`config.mk`:
```
export PLATFORM = sky130hd
export DESIGN_NAME = vscale_htif_pcr_host
export DESIGN_NICKNAME = d
export VERILOG_FILES = /design/src/rtl/vscale_htif_pcr_host.sv
export SDC_FILE = /design/constraint.sdc
export NUM_CORES = 1
export LEC_CHECK = 0
export BUFFER_PORTS_ARGS = -buffer_cell sky130_fd_sc_hd__clkbuf_2
export CAP_MARGIN = 20
export CELL_PAD_IN_SITES_DETAIL_PLACEMENT = 1
export CELL_PAD_IN_SITES_GLOBAL_PLACEMENT = 1
export CORE_MARGIN = 3
export CORE_UTILIZATION = 25
export CTS_CLUSTER_DIAMETER = 200
export CTS_CLUSTER_SIZE = 20
export DETAILED_ROUTE_END_ITERATION = 8
export MAX_ROUTING_LAYER = met4
export PLACE_DENSITY_LB_ADDON = 0.1
export SYNTH_ARGS = -nofsm -noshare
export SYNTH_HDL_FRONTEND = slang
export SYNTH_SLANG_ARGS = --single-unit
```
`constraint.sdc`:
```
create_clock -name clk -period 2.05 [get_ports clk]
set_input_delay 0.3075 -clock clk [delete_from_list [all_inputs] [get_ports clk]]
set_output_delay 0.3075 -clock clk [all_outputs]
set_load 0.03 [all_outputs]
```
`src/rtl/vscale_htif_pcr_host.sv`:
```
// Host-side HTIF PCR requester: turns a cmd/rsp port into single outstanding PCR
// transactions with a response timeout. Optional tohost poller: HTIF_TOHOST_POLL_EN.
module vscale_htif_pcr_host #(
  parameter int unsigned           ADDR_WIDTH     = 12,
  parameter int unsigned           DATA_WIDTH     = 64,
  parameter int unsigned           TIMEOUT_CYCLES = 1024,
  parameter int unsigned           POLL_INTERVAL  = 256,
  parameter logic [ADDR_WIDTH-1:0] TOHOST_ADDR    = ADDR_WIDTH'(12'h780)
) (
  input  logic                  clk,
  input  logic                  reset,
  input  logic                  cmd_valid,
  output logic                  cmd_ready,
  input  logic                  cmd_rw,
  input  logic [ADDR_WIDTH-1:0] cmd_addr,
  input  logic [DATA_WIDTH-1:0] cmd_wdata,
  output logic                  rsp_valid,
  input  logic                  rsp_ready,
  output logic [DATA_WIDTH-1:0] rsp_rdata,
  output logic                  rsp_err,
  output logic                  htif_pcr_req_valid,
  input  logic                  htif_pcr_req_ready,
  output logic                  htif_pcr_req_rw,
  output logic [ADDR_WIDTH-1:0] htif_pcr_req_addr,
  output logic [DATA_WIDTH-1:0] htif_pcr_req_data,
  input  logic                  htif_pcr_resp_valid,
  output logic                  htif_pcr_resp_ready,
  input  logic [DATA_WIDTH-1:0] htif_pcr_resp_data
`ifdef HTIF_TOHOST_POLL_EN
  ,
  output logic                  tohost_valid,
  output logic [DATA_WIDTH-1:0] tohost_data
`endif
);

  localparam int unsigned TCNT_W = 16;

  localparam logic [1:0] ST_IDLE = 2'd0;
  localparam logic [1:0] ST_REQ  = 2'd1;
  localparam logic [1:0] ST_RESP = 2'd2;
  localparam logic [1:0] ST_DONE = 2'd3;

  logic [1:0]            state_q, state_d;
  logic                  rw_q, rw_d;
  logic [ADDR_WIDTH-1:0] addr_q, addr_d;
  logic [DATA_WIDTH-1:0] wdata_q, wdata_d;
  logic [DATA_WIDTH-1:0] rdata_q, rdata_d;
  logic                  err_q, err_d;
  logic [TCNT_W-1:0]     tcnt_q, tcnt_d;
  logic                  timeout_hit;
  logic                  do_abort;
  logic                  do_done;

`ifdef HTIF_TOHOST_POLL_EN
  localparam int unsigned       PCNT_W    = 16;
  localparam logic [PCNT_W-1:0] POLL_LAST = PCNT_W'(POLL_INTERVAL - 1);

  localparam logic [1:0] KIND_CMD     = 2'd0;
  localparam logic [1:0] KIND_POLL_RD = 2'd1;
  localparam logic [1:0] KIND_POLL_WR = 2'd2;

  logic [1:0]            kind_q, kind_d;
  logic [PCNT_W-1:0]     pcnt_q, pcnt_d;
  logic                  tohost_valid_q, tohost_valid_d;
  logic [DATA_WIDTH-1:0] tohost_data_q, tohost_data_d;
`else
  logic unused_poll_cfg;
  assign unused_poll_cfg = ^{POLL_INTERVAL, TOHOST_ADDR};
`endif

  // Completion is checked before timeout so a response on the last cycle still wins.
  assign timeout_hit = (TIMEOUT_CYCLES != 0) &&
                       (tcnt_q == TCNT_W'(TIMEOUT_CYCLES - 1));

  // Next-state and datapath register update.
  always_comb begin
    state_d  = state_q;
    rw_d     = rw_q;
    addr_d   = addr_q;
    wdata_d  = wdata_q;
    rdata_d  = rdata_q;
    err_d    = err_q;
    tcnt_d   = tcnt_q;
    do_abort = 1'b0;
    do_done  = 1'b0;
`ifdef HTIF_TOHOST_POLL_EN
    kind_d         = kind_q;
    pcnt_d         = pcnt_q;
    tohost_valid_d = 1'b0;
    tohost_data_d  = tohost_data_q;
`endif

    case (state_q)
      ST_IDLE: begin
`ifdef HTIF_TOHOST_POLL_EN
        if (pcnt_q != POLL_LAST) pcnt_d = pcnt_q + PCNT_W'(1);
`endif
        if (cmd_valid) begin
          rw_d    = cmd_rw;
          addr_d  = cmd_addr;
          wdata_d = cmd_wdata;
          tcnt_d  = '0;
          state_d = ST_REQ;
`ifdef HTIF_TOHOST_POLL_EN
          kind_d  = KIND_CMD;
        end else if (pcnt_q == POLL_LAST) begin
          rw_d    = 1'b0;
          addr_d  = TOHOST_ADDR;
          wdata_d = '0;
          tcnt_d  = '0;
          kind_d  = KIND_POLL_RD;
          pcnt_d  = '0;
          state_d = ST_REQ;
`endif
        end
      end
      ST_REQ: begin
        tcnt_d = tcnt_q + TCNT_W'(1);
        if (timeout_hit)             do_abort = 1'b1;
        else if (htif_pcr_req_ready) state_d  = ST_RESP;
      end
      ST_RESP: begin
        tcnt_d = tcnt_q + TCNT_W'(1);
        if (htif_pcr_resp_valid) do_done  = 1'b1;
        else if (timeout_hit)    do_abort = 1'b1;
      end
      ST_DONE: begin
        if (rsp_ready) state_d = ST_IDLE;
      end
      default: state_d = ST_IDLE;
    endcase

    if (do_abort) begin
`ifdef HTIF_TOHOST_POLL_EN
      if (kind_q != KIND_CMD) state_d = ST_IDLE;
      else
`endif
      begin
        state_d = ST_DONE;
        err_d   = 1'b1;
        rdata_d = '0;
      end
    end

    if (do_done) begin
`ifdef HTIF_TOHOST_POLL_EN
      // Nonzero tohost: report it, then clear it with a write whose response is dropped.
      if (kind_q == KIND_POLL_RD) begin
        if (htif_pcr_resp_data != '0) begin
          tohost_valid_d = 1'b1;
          tohost_data_d  = htif_pcr_resp_data;
          rw_d           = 1'b1;
          addr_d         = TOHOST_ADDR;
          wdata_d        = '0;
          kind_d         = KIND_POLL_WR;
          tcnt_d         = '0;
          state_d        = ST_REQ;
        end else begin
          state_d = ST_IDLE;
        end
      end else if (kind_q == KIND_POLL_WR) state_d = ST_IDLE;
      else
`endif
      begin
        state_d = ST_DONE;
        err_d   = 1'b0;
        rdata_d = htif_pcr_resp_data;
      end
    end
  end

  always_ff @(posedge clk) begin
    if (reset) begin
      state_q <= ST_IDLE;
      rw_q    <= 1'b0;
      addr_q  <= '0;
      wdata_q <= '0;
      rdata_q <= '0;
      err_q   <= 1'b0;
      tcnt_q  <= '0;
`ifdef HTIF_TOHOST_POLL_EN
      kind_q         <= KIND_CMD;
      pcnt_q         <= '0;
      tohost_valid_q <= 1'b0;
      tohost_data_q  <= '0;
`endif
    end else begin
      state_q <= state_d;
      rw_q    <= rw_d;
      addr_q  <= addr_d;
      wdata_q <= wdata_d;
      rdata_q <= rdata_d;
      err_q   <= err_d;
      tcnt_q  <= tcnt_d;
`ifdef HTIF_TOHOST_POLL_EN
      kind_q         <= kind_d;
      pcnt_q         <= pcnt_d;
      tohost_valid_q <= tohost_valid_d;
      tohost_data_q  <= tohost_data_d;
`endif
    end
  end

  // Handshake outputs decode the state register only.
  assign cmd_ready           = (state_q == ST_IDLE);
  assign htif_pcr_req_valid  = (state_q == ST_REQ);
  assign htif_pcr_resp_ready = (state_q == ST_IDLE) || (state_q == ST_RESP);
  assign rsp_valid           = (state_q == ST_DONE);
  assign rsp_rdata           = rdata_q;
  assign rsp_err             = err_q;
  assign htif_pcr_req_rw     = rw_q;
  assign htif_pcr_req_addr   = addr_q;
  assign htif_pcr_req_data   = wdata_q;

`ifdef HTIF_TOHOST_POLL_EN
  assign tohost_valid = tohost_valid_q;
  assign tohost_data  = tohost_data_q;
`endif

endmodule

```
=== Yosys cells after proc, flatten, opt, wreduce, memory -nomap -nowiden ===
Index checks and enable logic that the tools add are counted.

* $add $sub $neg: 1
* Equality and inequality tests: 9
* Muxes and demuxes: 16
* Reductions and logical operators: 10

{| class="wikitable"
|+ Operator list
! kind !! count
|-
| $mux W64 || 2
|-
| $pmux W16 S2 || 1
|-
| $add A16 B1 Y16 const B || 1
|-
| $eq A16 B10 Y1 const B || 1
|-
| $mux W16 || 1
|-
| $mux W2 || 6
|-
| $ne A4 B1 Y1 const B || 2
|-
| $ne A4 B2 Y1 const B || 2
|-
| $pmux W2 S3 || 1
|-
| $reduce_and A5 Y1 || 1
|-
| $reduce_bool A5 Y1 || 1
|-
| $eq A2 B2 Y1 const B || 2
|-
| $mux W1 || 4
|-
| $reduce_and A2 Y1 || 2
|-
| $reduce_bool A2 Y1 || 2
|-
| $reduce_or A2 Y1 || 2
|-
| $eq A2 B1 Y1 const B || 1
|-
| $logic_not A2 Y1 || 1
|-
| $ne A2 B2 Y1 const B || 1
|-
| $pmux W1 S2 || 1
|-
| $logic_or A1 B1 Y1 || 1
|}

* Register bits: 160
* Bits of input ports: 147
* Output and inout bits: 146
* Word-level logic and storage cells: 43

=== Depth between registers and ports, before layout ===
* Depth in word-level cells: 6
* Gate-level depth with buffers: 8
* Depth with buffers taken out: 7

=== Worst setup path before layout ===
Ideal clock, no wire load.

* Path type: register to register
* From: reg state_q[0]
* To: reg tcnt_q[6]
* Setup time: 128 ps
* Arrival time: 1795 ps
* Data required time: 1922 ps
* Slack: 127 ps
* Cell stages (with the launch flop): 8
* Path buffers: 0
* Period minus slack after synthesis: 1923 ps
* Cell sequence: dfxtp_1 -> inv_1 -> ha_1 -> mux2i_1 -> nor2b_2 -> and3_1 -> xnor2_1 -> nor2_1

* Elaborated cells on any way between the ends: 8
* Those cells by class: 3 x eq/ne; 1 x mux; 4 x reduce/logical

{| class="wikitable"
|+ RTL lines
! item !! RTL line !! text
|-
| start: declaration || 43 || <nowiki>logic [1:0] state_q, state_d;</nowiki>
|-
| start signal: assignment || 188 || <nowiki>state_q <= state_d;</nowiki>
|-
| $logic_not A2 Y1 (*) || n/a ||
|-
| via cmd_ready || 13 || <nowiki>output logic cmd_ready,</nowiki>
|-
| $ne A2 B2 Y1 (no source line) or $reduce_bool A2 Y1 (tied branches) || n/a ||
|-
| $reduce_and A2 Y1 (no source line) || n/a ||
|-
| end signal: assignment || 194 || <nowiki>tcnt_q <= tcnt_d;</nowiki>
|-
| end: declaration || 49 || <nowiki>logic [TCNT_W-1:0] tcnt_q, tcnt_d;</nowiki>
|}

The timed path passes the listed nets; every way through them passes the cells marked *.
A chain may end at the register's enable or synchronous reset.

=== Worst setup path in the final report ===
* From: reg state_q[0]
* To: out htif_pcr_resp_ready

* Cells in the longest elaborated chain, start to end: 2
* Elaborated cells on any way between the ends: 3
* Those cells by class: 1 x eq/ne; 2 x reduce/logical

{| class="wikitable"
|+ Ends and longest elaborated chain
! item !! RTL line !! text
|-
| $eq A2 B2 Y1 or $logic_not A2 Y1 (tied branches) || 207 || <nowiki>assign htif_pcr_resp_ready = (state_q == ST_IDLE) || (state_q == ST_RESP);</nowiki>
|-
| $logic_or A1 B1 Y1 (*) || 207 ||
|-
| end: declaration || 27 || <nowiki>output logic htif_pcr_resp_ready,</nowiki>
|}

Mark *: on every way between the ends. The rest lies on a longest branch, timed or not.

==> metrics.md <==
| Metric | Value |
|---|---|
| Share of cells above drive strength 1 | `0.3993` |
| R2R Path Start | `state_q[0]` |
| Top cells by count, synth | `nand2_1, dfxtp_1, a21oi_1, a22o_1, clkbuf_1` |
| Setup crit end kind | `output pin` |
| Number of flops mapped to enable cells by yosys | `0` |
| Synthesized instance count | `594` |
| Max-cap viol count | `0` |
| WHS Endpoint | `htif_pcr_req_addr[5]` |
| Worst-Skew Late Latency | `420 ps` |
| DR vias/cell | `roughly 4.5` |
| Max stage delay on crit path | `370 ps` |
| Cell row count | `54` |
| Clk_skew | `10.90 ps` |
| # clock sinks | `160` |
| Synth area leaders | `dfxtp_1, nand2_1, a22o_1` |
| Drt wl/cell | `roughly 16 um` |
| Die area | `roughly 24000 sq um` |
| Initial DRC Count | `between 150 and 200` |
| Hpwl dp | `around 14000 um` |
| Top cell type's share of synthesized area | `0.5741` |
| Syn avg cell area | `9.392 sq um` |
| Post-route clock period utilization | `0.9433` |
| Critical-path maximum fanout | `4` |
| RSZ-0062 raised after global routing | `false` |
| Post-synthesis sequential area ratio | `0.5741` |
| Routed vias | `5332` |
| R2r setup slk | `about 170 ps` |
| Post-CTS Hold Fix Bufs | `0` |
| First-pass GRT wire length | `about 30000 um` |
| Slew HR | `0.5325` |
| Fin crit period | `1934 ps` |
| Area Overhead vs Synth | `44.49%` |
| Met2 layer usage reported by global route | `0.2635` |
| FMAX | `~520 MHz` |
| Root Driver | `clkbuf_16` |
| Total grt overflow | `0` |
| Crit path arrival time | `around 1600 ps` |
| Synth Net Count | `746` |
| GRT met1 Usage | `0.1836` |
| Final core utilization | `0.3683` |
| Antenna violations before repair | `0` |
| Clock buffer depth | `2` |
| Worst-path clk slew | `~80 ps` |
| Worst R2R End | `rsp_rdata[62]` |
| Most frequent cell after synthesis | `nand2_1` |
| N_diodes | `0` |
| Setup TNS | `0 ps` |
| Cell Pwr Density | `1164 nW/um^2` |
| CTS H-tree depth | `4` |
| Die width | `155.4 um` |
| Core footprint | `21890 sq um` |
| Synthesized area | `5579 sq um` |
| IO buf count | `~290` |
| Hold Crit Depth | `3` |
| Pre-antenna DRT Iters | `6` |
| Final #Nets | `1038` |
| Worst path top cell family by delay | `flip-flops` |
| Slew Viols, Final | `0` |
| Layer with the highest usage | `met2` |
| CTS tree | `yes` |
| Routed Antenna Nets | `0` |
| P_leak | `3.757 nW` |
| Yosys reg bits | `160` |
| Post-synth top area cell | `dfxtp_1` |
| Starting Density | `0.2549` |
| Critical Path RT | `~1700 ps` |
| Pin count of the biggest net entering global routing | `62` |
| Crit path buf inv count | `2` |
| Ports | `just under 300` |
| Status | `completed` |
| Chip height | `155.4 um` |
| Synth warn | `0` |
| Distinct cells, synth | `40` |
| Setup violators final | `0` |
| Tot Pwr | `about 9.4 mW` |
| Crit Path Category | `register to output pin` |
| Async SR Flop Fraction | `0` |
| Hold_sp | `cmd_addr[5]` |
| Maximum VDD drop | `0.5437 mV` |
| Ys flop type | `dfxtp_1` |
| Placer Congestion | `0.8459` |
| Worst-case reg-to-reg path depth | `9` |
| CP Cell Sequence | `inv_1 -> ha_1 -> or2_2 -> clkbuf_2` |
| Slowest cell on crit path | `dfxtp_1` |
| Slew @ Worst Pin | `701.3 ps` |
| Worst Setup Start Kind | `register` |
| Drt drc | `0` |
| Hold WC Path Type | `input port to register` |
| Worst hold slack | `around 96 ps` |
| Final wirelength | `19170 um` |
| Met3 usage | `0.06453` |
| Final hold violations | `0` |
| Vias in the first global route | `5587` |
| Inserted Clock Buffers | `17` |
| Gr usage total | `0.1609` |
[kinds of logic (layout without fill, tap and decap cells)]
group | after synthesis | after routing | synth area share
simple gates | 215 | 216 | 0.1662
buf+inv | 45 | 349 | 0.03992
mux | 2 | 2 | 0.003588
compound gates | 155 | 155 | 0.1861
fa+ha+maj | 5 | 5 | 0.01121
xor+xnor | 12 | 12 | 0.01884
flops | 160 | 160 | 0.5741
[registers in the layout, indices dropped and copies added (netlist names)]
register,flops
htif_pcr_req_addr,12
htif_pcr_req_data,64
htif_pcr_req_rw,1
rsp_err,1
rsp_rdata,64
state_q,2
tcnt_q,16
[report_power, final]
part	switching, mW	internal, mW	total, mW
Sequential	0.197	3.47	3.66
Clock	1.42	1.63	3.06
Combinational	1.78	0.882	2.66
[cell type report]
type | instances | area, sq um
well taps | 280 | 350.3
inverters | 3 | 11.26
fillers | 2570 | 13830
clock buffers | 19 | 442.9
flip-flops and latches | 160 | 3204
repair buffers | 314 | 1754
clock inverters | 13 | 115.1
multi-input cells | 390 | 2183
[repair_timing]
action,in CTS,in global routing
endpoints found under the setup margin,26,34
cloned,1,0
pin swaps,2,1
gates resized for setup,1,2
buffers inserted,2,3
[through the flow]
step | cells | area (sq um) | worst slack, ps
after floorplan | 594 | 5579 | 127.0
after global placement | 1141 | 7426 | 104.7
after detailed placement | 1141 | 7426 | -5.913
after CTS | 1176 | 8019 | 18.56
after global routing | 1179 | 8061 | 1.922
final | 1179 | 8061 | 116.3
[routing by layer]
metal,wire length [um],up-vias
met3,1867,13
met1,8008,2498
met4,218,0
met2,9077,201
li1,-,2620
met5,0,-
[worst reg2reg max path: stages, from the launching register on]
cell,delay [ps]
dfxtp_1,330
inv_1,110
ha_1,240
nor2b_1,170
o21ai_1,100
o21ai_2,250
nor2_4,70
buf_12,140
buf_12,160
a22o_1,200
[cell usage in the layout (no fill, tap or decap), types with 2 or more instances in the layout]
cell / count
and2_1: 2
nand4_1: 6
xor2_1: 10
clkbuf_2: 291
and3_1: 5
clkbuf_16: 17
nor2b_1: 2
nand2b_1: 2
mux2i_1: 2
buf_4: 13
nand2_1: 163
nor2_1: 18
buf_12: 10
inv_6: 8
nand3_1: 4
clkinv_4: 2
nor2_4: 3
a22o_1: 64
dfxtp_1: 159
inv_1: 3
ha_1: 4
xnor2_1: 2
a21oi_1: 81
inv_8: 2
[worst max-delay path by stage]
| stage | from | slack [ps] | end | cells after the start |
|---|---|---|---|---|
| floorplan | state_q[0] | 130 | tcnt_q[6] | 7 |
| global placement | state_q[0] | 100 | rsp_rdata[22] | 8 |
| detailed placement | state_q[1] | -6 | rsp_rdata[62] | 5 |
| CTS | state_q[0] | 20 | rsp_rdata[7] | 5 |
| global route | tcnt_q[0] | 2 | rsp_rdata[62] | 8 |
| finish | state_q[0] | 120 | htif_pcr_resp_ready | 4 |
(Power assumes the default switching activity.)
